`src/rtl/rv_pipe_pkg.sv`:
```
// rv_pipe_pkg: shared pipeline types, defaults and field widths for the fetch stage
package rv_pipe_pkg;
   localparam int PC_W = 32;
   localparam int INSTR_W = 32;
   localparam int COUNT_W = 16;
   localparam logic [PC_W-1:0] RESET_PC_DEFAULT = '0;
   localparam logic [INSTR_W-1:0] NOP_INSTR_DEFAULT = '0;
   typedef enum logic [1:0] {BOOT, RUN, HALT} fetch_state_t;
   function automatic logic pc_bad(input logic [PC_W-1:0] pc, input logic [PC_W-1:0] max_pc);
      return (pc[1:0] != 2'b00) || (pc > max_pc);
   endfunction
endpackage

```
`src/rtl/if_id_reg.sv`:
```
// if_id_reg: IF/ID pipeline register with load, hold and bubble controls (bubble wins over load)
module if_id_reg
   import rv_pipe_pkg::*;
#(
   parameter logic [INSTR_W-1:0] NOP_INSTR = NOP_INSTR_DEFAULT
) (
   input  logic               clk,
   input  logic               rst_n,
   input  logic               load,
   input  logic               bubble,
   input  logic [PC_W-1:0]    pc_in,
   input  logic [INSTR_W-1:0] instr_in,
   output logic [PC_W-1:0]    pc,
   output logic [INSTR_W-1:0] instr,
   output logic               valid
);
   always_ff @(posedge clk or negedge rst_n) begin
      if (!rst_n) begin
         pc    <= '0;
         instr <= NOP_INSTR;
         valid <= 1'b0;
      end else if (bubble) begin
         pc    <= pc_in;
         instr <= NOP_INSTR;
         valid <= 1'b0;
      end else if (load) begin
         pc    <= pc_in;
         instr <= instr_in;
         valid <= 1'b1;
      end
   end
endmodule

```
`src/rtl/fetch_unit.sv`:
```
// fetch_unit: PC register and BOOT/RUN/HALT sequencer feeding the IF/ID register
module fetch_unit
   import rv_pipe_pkg::*;
#(
   parameter logic [PC_W-1:0]    RESET_PC  = RESET_PC_DEFAULT,
   parameter logic [PC_W-1:0]    MAX_PC    = 32'h0000_003C,
   parameter logic [INSTR_W-1:0] NOP_INSTR = NOP_INSTR_DEFAULT
) (
   input  logic               clk,
   input  logic               rst_n,
   input  logic               stall,
   input  logic               flush,
   input  logic [PC_W-1:0]    br_target,
   output logic [PC_W-1:0]    imem_addr,
   input  logic [INSTR_W-1:0] imem_rdata,
   output logic [PC_W-1:0]    ifid_pc,
   output logic [INSTR_W-1:0] ifid_instr,
   output logic               ifid_valid,
   output logic               fetch_fault,
   output logic [COUNT_W-1:0] fetch_count
);
   fetch_state_t state, state_n;
   logic [PC_W-1:0] pc, pc_n;
   logic load, bubble, fault_set, count_en;

   assign imem_addr = pc;

   always_ff @(posedge clk or negedge rst_n) begin
      if (!rst_n) begin
         state       <= BOOT;
         pc          <= RESET_PC;
         fetch_fault <= 1'b0;
         fetch_count <= '0;
      end else begin
         state       <= state_n;
         pc          <= pc_n;
         fetch_fault <= fetch_fault | fault_set;
         fetch_count <= (count_en && fetch_count != '1) ? fetch_count + 1'b1 : fetch_count;
      end
   end

   // In RUN: flush redirects first, a stall freezes, otherwise the PC is checked before it is fetched
   always_comb begin
      state_n   = state;
      pc_n      = pc;
      load      = 1'b0;
      bubble    = 1'b0;
      fault_set = 1'b0;
      count_en  = 1'b0;
      case (state)
         BOOT: begin
            bubble  = 1'b1;
            state_n = RUN;
         end
         RUN: begin
            if (flush) begin
               pc_n   = br_target;
               bubble = 1'b1;
            end else if (!stall) begin
               if (pc_bad(pc, MAX_PC)) begin
                  state_n   = HALT;
                  fault_set = 1'b1;
                  bubble    = 1'b1;
               end else begin
                  pc_n     = pc + 32'd4;
                  load     = 1'b1;
                  count_en = 1'b1;
               end
            end
         end
         default: begin
            bubble  = 1'b1;
            state_n = HALT;
         end
      endcase
   end

   if_id_reg #(.NOP_INSTR(NOP_INSTR)) u_if_id (
      .clk      (clk),
      .rst_n    (rst_n),
      .load     (load),
      .bubble   (bubble),
      .pc_in    (pc),
      .instr_in (imem_rdata),
      .pc       (ifid_pc),
      .instr    (ifid_instr),
      .valid    (ifid_valid)
   );
endmodule
```
`config.mk`:
```
export PLATFORM = sky130hd
export DESIGN_NAME = fetch_unit
export DESIGN_NICKNAME = d
export VERILOG_FILES = /design/src/rtl/rv_pipe_pkg.sv /design/src/rtl/if_id_reg.sv /design/src/rtl/fetch_unit.sv
export SDC_FILE = /design/constraint.sdc
export NUM_CORES = 1
export LEC_CHECK = 0
export ABC_AREA = 1
export BUFFER_PORTS_ARGS = -buffer_cell sky130_fd_sc_hd__buf_2
export CAP_MARGIN = 20
export CORE_MARGIN = 2
export CORE_UTILIZATION = 45
export CTS_CLUSTER_DIAMETER = 30
export DETAILED_ROUTE_END_ITERATION = 12
export PLACE_DENSITY_LB_ADDON = 0.12
export SYNTH_ARGS = -nofsm -noshare
export SYNTH_HDL_FRONTEND = slang
export SYNTH_HIERARCHICAL = 1
export SYNTH_SLANG_ARGS = --single-unit
export TNS_END_PERCENT = 100
```
`constraint.sdc`:
```
create_clock -name clk -period 4.26 [get_ports clk]
set_input_delay 1.278 -clock clk [delete_from_list [all_inputs] [get_ports clk]]
set_output_delay 1.278 -clock clk [all_outputs]
set_load 0.01 [all_outputs]
```
Yosys cells after proc, flatten, opt, wreduce, memory -nomap -nowiden
Cells that the tools add are included.

Register bits: 116. Word-level logic and storage cells: 48. Input port bits: 68. Memories: 0. Latch bits: 0. Memory bits (writable): 0. Memory bits (read-only): 0.

Equal/unequal tests: 7. Reduce and logical (&&, ||, !) cells: 7. Order comparisons: 1. Multipliers: 0. Bitwise gates (word level): 1. Add/subtract/negate cells: 2. Shifts and indexed selects: 0. Mux-type cells: 23. Div/mod/pow operators: 0.

Operator list (count): 32-bit 2-to-1 mux (7); 32-bit by 3-bit adder with 32-bit output (second input constant) (1); 32-bit by 6-bit greater-than comparator with 1-bit output (second input constant) (1); 16-bit by 1-bit adder with 16-bit output (second input constant) (1); 16-bit != test (second input constant) (1); 1-bit 2-to-1 mux (12); 2-bit != test (second input constant) (4); 2-bit 2-to-1 mux (3); 3-bit AND reduction (2); 2-bit case mux with 2 select lines (1); 2-bit nonzero test (2); 2-bit by 1-bit equality test with 1-bit output (second input constant) (1); 2-bit logical NOT (1); 2-bit by 1-bit != test with 1-bit output (second input constant) (1); 1-bit logical AND (1); 1-bit logical OR (1); 1-bit OR (1).

Depth between registers and ports, before layout
Word-level depth: 8. Gate-level depth with buffers: 11. Mapped depth without buffers: 10.

Modules after synthesis
The synthesis kept the hierarchy.

By module, submodules not included: fetch_unit (cells an instance 364, instances 1, area an instance 2832.7 µm², seq. area each 1276.2 µm²); if_id_reg (cells an instance 281, instances 1, area an instance 2600.0 µm², seq. area each 1626.6 µm²).

Worst setup path after synthesis
OpenSTA, ideal clock, no wires.

Kind: input to register. Start: in stall. End: reg u_if_id.instr[1]. Stages on the path: 8. Library setup time: 117 ps. Arrival time: 2068 ps. Path slack: 2075 ps. Cells stage by stage: inv_1 o21ai_1 nand2_1 buf_2 inv_1 buf_2 nand3_1 nand2_1.

Longest elaborated chain between the ends: 4. Elaborated cells on any way between the ends: 8.

RTL lines: from (decl) (line fetch_unit.sv:11) `input logic stall,`; 1-bit 2-to-1 mux (*) (line fetch_unit.sv:59) `end else if (!stall) begin`; 1-bit 2-to-1 mux (*) (line fetch_unit.sv:56) `if (flush) begin`; 1-bit 2-to-1 mux (*) (line fetch_unit.sv:50) `case (state)`; named net bubble (line fetch_unit.sv:24) `logic load, bubble, fault_set, count_en;`; 32-bit 2-to-1 mux / 2-bit nonzero test (equally long branches); to (signal assigned) (line if_id_reg.sv:28) `instr <= instr_in;`; to (decl) (line if_id_reg.sv:14) `output logic [INSTR_W-1:0] instr,`.

Mark *: on every way through the listed nets, which the timed path passes. The rest lies on a longest branch. A chain may end at the register's enable or synchronous reset.

Final worst setup path
Start: in flush. End: reg fetch_count[1].

Longest elaborated chain between the ends: 3.

RTL lines: from (decl) (line fetch_unit.sv:12) `input logic flush,`; 1-bit 2-to-1 mux (line fetch_unit.sv:56); 1-bit 2-to-1 mux (line fetch_unit.sv:50); named net count_en (line fetch_unit.sv:24); 1-bit logical AND (line fetch_unit.sv:38) `fetch_count <= (count_en && fetch_count != '1) ? fetch_count + 1'b1 : fetch_count;`; to (signal assigned) (line fetch_unit.sv:38); to (decl) (line fetch_unit.sv:20) `output logic [COUNT_W-1:0] fetch_count`.

The timed path passes the listed nets, and every way through them passes these cells.

==> results.md <==
- CP max stage delay: about 0.54 ns
- Synth top area cells: dfrtp_1, nand2_1, nand3_1, nor2_1, o21ai_0
- Fin nets: 890
- Worst Tran Pin Value: between 0.8 and 0.9 ns
- CTS root buffer: clkbuf_16
- Diodes inserted: 0
- CTS clk-pin slew, worst paths: roughly 0.050 ns
- Worst-skew pair later-pin latency: 0.41 ns
- Starting Density: 45.6%
- Power Density: approximately 570 nW/µm²
- WS Path Type: primary input to flip-flop
- Maxcap violations: 0
- Slowest stage cell, crit path: buf_4
- Number of synthesis warnings: 6
- Cell Rows: 40
- WL per Instance: between 10 and 15 µm
- Final Hold Violating Endpoints: 0
- DRT antenna net count: 0
- Hold_buf cts: 0
- Drt first pass iters: 4
- Worst slack at placement: roughly 0.95 ns
- Buf+Inv Stages, Crit Path: 3
- Yosys top cell area share: a little over half
- Placer Congestion: around 0.9
- I/O pins: around 180
- Max Clock Freq: ~350 MHz
- Count of cell types in the netlist: 30
- Crit. End Element: flip-flop
- CTS tree: done
- Final Power: 3.99 mW
- Flop and latch count out of synthesis: 116
- Clock buffer depth: 2
- Sequential cell area fraction in the yosys report: between 50% and 60%
- Critical path data arrival time: roughly 3.2 ns
- Final Max Tran Viols: 0
- Layout filler cell count: roughly 1100
- Required time of the critical path: between 4 and 5 ns
- First-pass GRT wire length: 23600 µm
- Area leader, netlist: dfrtp_1
- Number of global-route vias before repair: approximately 4700
- Grt ovf: 0
- Most frequent cells after synthesis: nand2_1, dfrtp_1, nor2_1
- WHS: around 0.46 ns
- Clock Skew: just over 0.007 ns
- GRT Total Usage: between 20% and 30%
- Crit start category: primary input
- DRC viols: 0
- Die extent in y: between 100 and 150 µm
- Synth Flop Type: dfrtp_1
- Routed vias/inst: about 5
- Final setup vio count: 0
- Detailed Place HPWL: around 10000 µm
- Die ar.: about 13000 µm²
- Syn_area_per_cell: about 8.4 µm²
- EDFF count, synth: 0
- Most common cell on crit path: nand2_1
- Wire length after detailed routing: roughly 15000 µm
- Die width: approximately 110 µm
- Worst-path maximum fanout: 67
- Unrepaired setup endpoints after global routing: false
- Area Overhead vs Synth: 28.7%
- PnR worst setup slack: 1.41 ns
- Number of post-CTS setup repair buffers: 0
- Initial detailed-routing violation count: 369
- Crit share post-route: roughly two thirds
- Status: complete, no violations
- Leakage: 3.76 nW
- HP Class: flip-flop to flip-flop
- H-tree depth: 4
- Clk sink count: roughly 120
- Core region area: 11900 µm²
- Setup_tns: 0 ns
- Asr flop ratio synth: 100%
- Layout cell share with drive strength beyond 1: approximately 29%
- Post-layout minimum cycle time: ~2.8 ns
- Syn nets: a little over 700
- Max_slew headroom: 40.0%
- Number of CTS-inserted buffers: 17
- Most numerous cell in the Yosys netlist: nand2_1
- Synthesized cell area: between 5000 and 6000 µm²
- Largest delay share family, worst path: buffers and inverters
- Largest net degree at the start of global routing: 68
- Peak supply drop: 0.000369 V
- Cell count after synthesis: ~650
- CTS resizes: 0
- DR vias: approximately 5000
- Critical-path cell list: buf_2, nor2_1, nand3_1, inv_2, buf_4, nand2_1, nand2_1, nand2_1
- Initial antenna violation count: 0
- Post-layout util: approximately three fifths
- # port buffers: about 180
state kept, by name, indices dropped and copies added (netlist names):
signal / flops
imem_addr: 32
u_if_id/instr: 32
u_if_id/pc: 32
fetch_count: 16
state: 2
fetch_fault: 1
u_if_id/valid: 1
kinds of logic after synthesis:
group,synth area share (%)
AO/OA/AOI/OAI,7.32
buffers and inverters,6.47
adder cells (fa/ha/maj),0.461
XOR/XNOR,2.42
AND/OR/NAND/NOR,29.9
flip-flops,53.4
final timing paths:
path / slack (ns) / startpoint / cells past startpoint / end
setup reg to reg: 1.63 / imem_addr[14]$_DFFE_PN0P_ / 11 / fetch_count[1]$_DFFE_PN0P_
hold reg to reg: 0.46 / state[0]$_DFFE_PN0P_ / 1 / state[0]$_DFFE_PN0P_
setup / recovery: 1.41 / flush / 8 / fetch_count[1]$_DFFE_PN0P_
min in group asynchronous: 0.92 / rst_n / 1 / u_if_id/instr[3]$_DFFE_PN0P_
max in group asynchronous: 2.54 / rst_n / 2 / u_if_id/instr[23]$_DFFE_PN0P_
hold / removal: 0.46 / state[0]$_DFFE_PN0P_ / 1 / state[0]$_DFFE_PN0P_
cells in the final DEF (no fill, tap or decap), types with 5 or more instances in the layout:
cell type	instances
clkbuf_8	7
o21ai_0	40
buf_2	180
clkbuf_16	17
nand2_1	236
nor3_1	5
o21bai_1	14
nand3_2	11
nor2_1	55
inv_2	5
o21ai_1	15
buf_4	6
inv_1	30
xor2_1	14
nand4_1	5
dfrtp_1	116
nand3_1	49
metrics by stage:
stage / instances / area (µm²)
2_1_floorplan: 645 / 5430
4_1_cts: 980 / 6990
5_1_grt: 980 / 6990
3_3_place_gp: 948 / 6370
6_report: 980 / 6990
3_5_place_dp: 948 / 6370
cell type report:
| cell class | instances | area, µm² | area share [%] |
|---|---|---|---|
| clock buffer | 25 | 526 | 7.52 |
| clock inverter | 7 | 92.6 | 1.32 |
| inverter | 37 | 141 | 2.02 |
| multi-input combinational | 461 | 2180 | 31.2 |
| sequential | 116 | 2900 | 41.5 |
| tap | 147 | 184 | 2.63 |
| timing repair buffer | 187 | 966 | 13.8 |
routing by layer:
layer  vias to the layer above  wire (µm)  GRT usage (%)
met1                      2382       6690           32.2
met3                        12        951           5.84
met4                         0        142           7.56
li1                       2405          -              -
met2                       181       6860           36.2
met5                         -          0              0
power by group:
group	leakage, nW	total, mW	switching [mW]	internal [mW]
Clock	0.298	1.45	0.487	0.967
Sequential	1.41	1.66	0.261	1.40
Combinational	2.05	0.879	0.510	0.368
Power figures use the tool's default switching activity.
